$ cat config.mk
export PLATFORM = sky130hd
export DESIGN_NAME = tdm_slot_scheduler
export DESIGN_NICKNAME = d
export VERILOG_FILES = /design/src/rtl/tdm_slot_scheduler.sv
export SDC_FILE = /design/constraint.sdc
export NUM_CORES = 1
export LEC_CHECK = 0
export ABC_AREA = 1
export CAP_MARGIN = 25
export CORE_AREA = 2 2 89 91
export CTS_BUF_LIST = sky130_fd_sc_hd__clkbuf_8 sky130_fd_sc_hd__clkbuf_16
export CTS_CLUSTER_SIZE = 25
export DETAILED_ROUTE_END_ITERATION = 7
export DIE_AREA = 0 0 91 93
export PLACE_DENSITY_LB_ADDON = 0.05
export SKIP_LAST_GASP = 1
export SLEW_MARGIN = 10
export SYNTH_ARGS = -nofsm -noshare
export SYNTH_HDL_FRONTEND = slang
export SYNTH_SLANG_ARGS = --single-unit
$ cat constraint.sdc
create_clock -name clk_i -period 5.3 [get_ports clk_i]
set_clock_uncertainty 0.15 [all_clocks]
set_input_delay 1.06 -clock clk_i [delete_from_list [all_inputs] [get_ports clk_i]]
set_output_delay 1.06 -clock clk_i [all_outputs]
set_load 0.02 [all_outputs]
$ cat src/rtl/tdm_slot_scheduler.sv
// Time-slot scheduler: one shared resource, N requesters, round-robin pointer
// modulo N with a per-slot cycle counter and early release.
module tdm_slot_scheduler #(
  parameter int N      = 5,
  parameter int SLOT_W = 8,
  parameter int PTR_W  = $clog2(N)
) (
  input  logic              clk_i,
  input  logic              rst_i,
  input  logic              en_i,
  input  logic [SLOT_W-1:0] slot_len_i,
  input  logic [N-1:0]      req_i,
  input  logic [N-1:0]      done_i,
  output logic [N-1:0]      gnt_o,
  output logic              gnt_vld_o,
  output logic [PTR_W-1:0]  gnt_id_o,
  output logic [SLOT_W-1:0] slot_cnt_o,
  output logic              wrap_o
);

  typedef enum logic {IDLE, GRANT} state_t;

  localparam logic [PTR_W-1:0] LAST_ID = PTR_W'(N - 1);
  localparam logic [PTR_W:0]   N_EXT   = (PTR_W + 1)'(N);

  state_t              state_q;
  logic [PTR_W-1:0]    ptr_q;
  logic [N-1:0]        gnt_q;
  logic                gnt_vld_q;
  logic [PTR_W-1:0]    gnt_id_q;
  logic [SLOT_W-1:0]   slot_cnt_q;
  logic [SLOT_W-1:0]   len_q;
  logic                wrap_q;

  logic [SLOT_W-1:0]   len_d;
  logic                cur_req;
  logic                cur_done;
  logic                slot_end;
  logic [PTR_W-1:0]    ptr_d;
  logic [PTR_W-1:0]    scan_ptr;
  logic [N-1:0]        scan_req;
  logic [PTR_W:0]      scan_idx;
  logic                sel_found;
  logic [PTR_W-1:0]    sel_id;

  assign len_d    = (slot_len_i == '0) ? SLOT_W'(1) : slot_len_i;
  assign cur_req  = req_i[gnt_id_q];
  assign cur_done = done_i[gnt_id_q];
  assign slot_end = (state_q == GRANT) &&
                    ((slot_cnt_q == len_q - SLOT_W'(1)) || cur_done || !cur_req);
  // Explicit compare so non-power-of-2 N wraps correctly.
  assign ptr_d    = (gnt_id_q == LAST_ID) ? '0 : gnt_id_q + PTR_W'(1);
  assign scan_ptr = (state_q == GRANT) ? ptr_d : ptr_q;
  // A requester that released early sits out the re-arbitration in its end cycle.
  assign scan_req = ((state_q == GRANT) && cur_done) ? (req_i & ~(N'(1) << gnt_id_q)) : req_i;

  // Descending loop so the candidate closest to scan_ptr is the one left standing.
  always_comb begin
    sel_found = 1'b0;
    sel_id    = '0;
    scan_idx  = '0;
    for (int k = N - 1; k >= 0; k--) begin
      scan_idx = {1'b0, scan_ptr} + (PTR_W + 1)'(k);
      if (scan_idx >= N_EXT) begin
        scan_idx = scan_idx - N_EXT;
      end
      if (scan_req[scan_idx[PTR_W-1:0]]) begin
        sel_found = 1'b1;
        sel_id    = scan_idx[PTR_W-1:0];
      end
    end
  end

  always_ff @(posedge clk_i or posedge rst_i) begin
    if (rst_i) begin
      state_q    <= IDLE;
      ptr_q      <= '0;
      gnt_q      <= '0;
      gnt_vld_q  <= 1'b0;
      gnt_id_q   <= '0;
      slot_cnt_q <= '0;
      len_q      <= '0;
      wrap_q     <= 1'b0;
    end else begin
      wrap_q <= 1'b0;
      if (en_i) begin
        case (state_q)
          IDLE: begin
            if (sel_found) begin
              state_q    <= GRANT;
              gnt_q      <= N'(1) << sel_id;
              gnt_vld_q  <= 1'b1;
              gnt_id_q   <= sel_id;
              slot_cnt_q <= '0;
              len_q      <= len_d;
            end
          end
          GRANT: begin
            if (slot_end) begin
              ptr_q  <= ptr_d;
              wrap_q <= (gnt_id_q == LAST_ID);
              if (sel_found) begin
                gnt_q      <= N'(1) << sel_id;
                gnt_id_q   <= sel_id;
                slot_cnt_q <= '0;
                len_q      <= len_d;
              end else begin
                state_q    <= IDLE;
                gnt_q      <= '0;
                gnt_vld_q  <= 1'b0;
                gnt_id_q   <= '0;
                slot_cnt_q <= '0;
              end
            end else begin
              slot_cnt_q <= slot_cnt_q + SLOT_W'(1);
            end
          end
          default: state_q <= IDLE;
        endcase
      end
    end
  end

  assign gnt_o      = gnt_q;
  assign gnt_vld_o  = gnt_vld_q;
  assign gnt_id_o   = gnt_id_q;
  assign slot_cnt_o = slot_cnt_q;
  assign wrap_o     = wrap_q;

endmodule

==> results.md <==
- The via count of the first global-routing pass is 2507.
- By area the synthesized netlist is led by sky130_fd_sc_hd__dfrtp_1 27%, sky130_fd_sc_hd__nand2_1 18%, sky130_fd_sc_hd__nand3_1 7.8%.
- The clock root buffer is sky130_fd_sc_hd__clkbuf_8.
- In this run the worst path has a maximum fanout of 11.
- After synthesis, the mean cell area works out to around 6.6 µm².
- The number of I/O port buffers is 38.
- The final number of setup-violating endpoints is 0.
- The layout filler cell count is roughly 800.
- The part of the Yosys area used for sequential elements is 27.3%.
- The DRC violation count after routing is 0.
- After routing, the total negative slack on setup checks comes to 0 ns.
- For this block, the initial DRC count from the detailed router was 120.
- In the synthesized netlist the dominant register cell turns out to be sky130_fd_sc_hd__dfrtp_1.
- In this run the remaining antenna-violating nets after routing total 0.
- The final max-slew violation count is 0.
- Across all hold checks on the routed design, the worst slack comes to between 0.3 and 0.4 ns.
- The share of Yosys cell area claimed by the top area cell type is 27.3%.
- After detailed placement, the design holds a cell count of approximately 560.
- The length of the first detailed-routing pass in iterations is 4.
- CTS saw 30 sinks.
- The instance count of the mapped netlist is 416.
- The vias per cell is 4.78.
- Synthesis instantiated 33 different standard cells from the library.
- The multi-input combinational cells in the finished layout cover a total of 0.00178 mm².
- The synthesis-to-layout area growth is 22.0%.
- The final wirelength is just over 7000 µm.
- The width of the die is between 90 and 100 µm.
- The clock transition at the register clock pins on the worst setup and hold paths after CTS is 0.07 ns.
- The arrival time at the worst endpoint is roughly 4.8 ns.
- The later pin in the worst-skew pair is clocked with a latency of 0.28 ns.
- The worst setup path is captured at a register.
- The slowest stage of the critical path belongs to the cell sky130_fd_sc_hd__dfrtp_1.
- The number of buffers created by CTS is 5.
- The buffers inserted during post-CTS setup optimization is 0.
- The share of async-settable or async-resettable flops after synthesis is 100%.
- The relative max-transition margin is between 60 and 70%.
- The worst hold path belongs to the class reg2reg.
- The total track usage is between 10% and 20%.
- The largest incremental delay on the critical path is 0.45 ns.
- The worst hold path passes through 2 cells.
- Setup repair after global routing left no endpoint under its margin.
- The floorplan step defined a core boundary enclosing about 0.0075 mm².
- In the final layout, the share of cells above drive strength 1 is a little under an eighth.
- The commonest cells after synthesis are 135 x sky130_fd_sc_hd__nand2_1, 44 x sky130_fd_sc_hd__inv_1, 43 x sky130_fd_sc_hd__nand3_1.
- The wire-length estimate of the detail-placed layout is slightly below 6000 µm.
- The initial antenna violation count is 0.
- The post-placement cell area is about 0.0032 mm².
- The sequential cells in the finished layout cover a total of approximately 750 µm².
- The global placer's final weighted congestion is 0.912.
- Counting stages on the worst path, the most repeated cell is sky130_fd_sc_hd__nand2_1.
- The floorplan step defined a die boundary enclosing 0.00846 mm².
- The largest total area in the synthesized netlist belongs to sky130_fd_sc_hd__dfrtp_1.
- The average wire per standard cell is between 10 and 15 µm.
- The most common cell in the synthesized netlist is sky130_fd_sc_hd__nand2_1.
- Once the floorplan was initialized, standard cells occupied between 30 and 40% of the core.
- The critical setup path kind is reg2reg.
- The maximum clock path buffer count is 2.
- The post-route clock period utilization is between 80% and 90%.
- The design area is around 0.0034 mm².
- The repair_antennas step left the layout with diodes totalling 0.
- The post-synth net total is approximately 450.
- For this run, the number of Yosys warnings is 0.
- The type of element launching the critical path is a register.
- The max-capacitance violation count is 0.
- The height of the chip is ~93 µm.
- Timing would allow up to approximately 210 MHz.
- At the pin with the least slew margin, the transition time is between 0.5 and 0.6 ns.
- The time the worst path needs with I/O delays and setup is 4.69 ns.
- CTS built an H-tree with a depth of 2.
- The mapped netlist covers 0.00275 mm².
- The run finished with clean final reports.
- Entering global routing, the biggest net connects 31 pins.
- After clock tree synthesis, the flow added hold-fix buffers numbering 0.
- After the flow finishes, the layout carries non-filler instances totaling between 500 and 600.
- The net total in the final layout is 499.
- The worst register-to-register path has a depth of 33.
- After floorplanning, the core was divided into 32 placement rows.
- At the worst endpoint, the required time is between 5 and 6 ns.
- The number of failing hold endpoints at the final stage is 0.
- The number of storage elements in the synthesis netlist is 30.
- The number of top-level pins is 39.
- The first global-routing pass estimated about 12000 µm of wire.
- Global routing finished with a remaining overflow of 0.
- The number of synthesized flops with an enable pin is 0.
- TritonCTS built the clock tree.
- The via total after detailed routing is 2695.
cell type report:
cell class                 count  share of cell area [%]
clock inverter                 2                   0.373
sequential                    30                    22.4
multi-input combinational    331                    53.1
inverter                      53                    6.01
tap                          102                    3.81
timing repair buffer          40                    11.8
clock buffer                   6                    2.46
stage by stage:
| stage | setup WS, ns | utilization, % |
|---|---|---|
| floorplan | 0.715 | - |
| global route | 0.0610 | 44.5 |
| CTS | 0.425 | 44.4 |
| detailed placement | 0.465 | 43.2 |
| finish | 0.608 | 44.5 |
| global placement | 0.628 | 43.2 |
sequential cells by signal (all words and copies together) (netlist names):
register and flops:
slot_cnt_o 8, gnt_o 5, gnt_vld_o 1, gnt_id_o 3
len_q 8, ptr_q 3, state_q 1, wrap_o 1
critical path, delay by kind of cell, from the launching register on:
| family | cells | cell delay [ns] |
|---|---|---|
| buffers and inverters | 8 | 0.77 |
| and+or+nand+nor | 19 | 1.94 |
| AOI/OAI and AO/OA | 1 | 0.22 |
| adders and majority gates | 4 | 0.96 |
| xor gates and xnor gates | 1 | 0.14 |
| DFF | 1 | 0.45 |
layout by cell type, fill, tap and decap left out, types with 2 or more instances in the layout:
master,Yosys,routed
sky130_fd_sc_hd__o22ai_1,3,3
sky130_fd_sc_hd__nand2_1,135,135
sky130_fd_sc_hd__xor2_1,8,8
sky130_fd_sc_hd__clkbuf_8,0,6
sky130_fd_sc_hd__o21ai_2,5,5
sky130_fd_sc_hd__o21ai_1,7,7
sky130_fd_sc_hd__or2_2,3,3
sky130_fd_sc_hd__ha_1,16,16
sky130_fd_sc_hd__nor3_2,1,2
sky130_fd_sc_hd__nor3_1,6,5
sky130_fd_sc_hd__nand2_2,12,12
sky130_fd_sc_hd__clkdlybuf4s50_1,0,38
sky130_fd_sc_hd__nand3_1,43,43
sky130_fd_sc_hd__inv_1,44,44
sky130_fd_sc_hd__a21oi_1,9,8
sky130_fd_sc_hd__inv_2,8,8
sky130_fd_sc_hd__nand4_1,3,3
sky130_fd_sc_hd__nand3b_1,2,2
sky130_fd_sc_hd__nand3_2,7,7
sky130_fd_sc_hd__nor2_1,39,39
sky130_fd_sc_hd__dfrtp_1,30,29
sky130_fd_sc_hd__buf_4,0,2
sky130_fd_sc_hd__nand2_4,3,3
sky130_fd_sc_hd__o31ai_1,2,2
sky130_fd_sc_hd__nor4_1,4,4
sky130_fd_sc_hd__xnor2_1,9,9
sky130_fd_sc_hd__o21ai_0,7,7
layer usage:
layer	part of all wire, %	vias to the layer above	track usage [%]
met2	45	54	29.0
met4	1.5	0	5.30
li1	-	1423	-
met1	50	1208	24.2
met5	0	-	0
met3	3.5	10	3.38
path summary, 6_finish.rpt:
kind	startpoint	to	slack, ns
worst max-delay path	gnt_id_o[1]	slot_cnt_o[6]	0.61
worst min-delay path	gnt_o[4]	gnt_o[4]	0.33
worst max register to register	gnt_id_o[1]	slot_cnt_o[6]	0.61
worst min register to register	gnt_o[4]	gnt_o[4]	0.33
max in group asynchronous	rst_i	gnt_id_o[0]	3.69
min in group asynchronous	rst_i	ptr_q[2]	1.01
cells by family after synthesis:
family,Yosys count,share of synthesized area (%)
simple gates,261,43.1
buf+inv,55,8.15
xor+xnor,17,5.42
compound gates,36,7.97
fa+ha+maj,17,8.01
flops,30,27.3
what timing repair did:
item	4_1_cts	5_1_grt
gates resized for setup	0	3
setup endpoints to repair	0	1
endpoints found under the hold margin	0	0
Power is left out: the tool's default activity adds up to more than one toggle a clock period on the data nets, which glitch-free logic cannot reach.
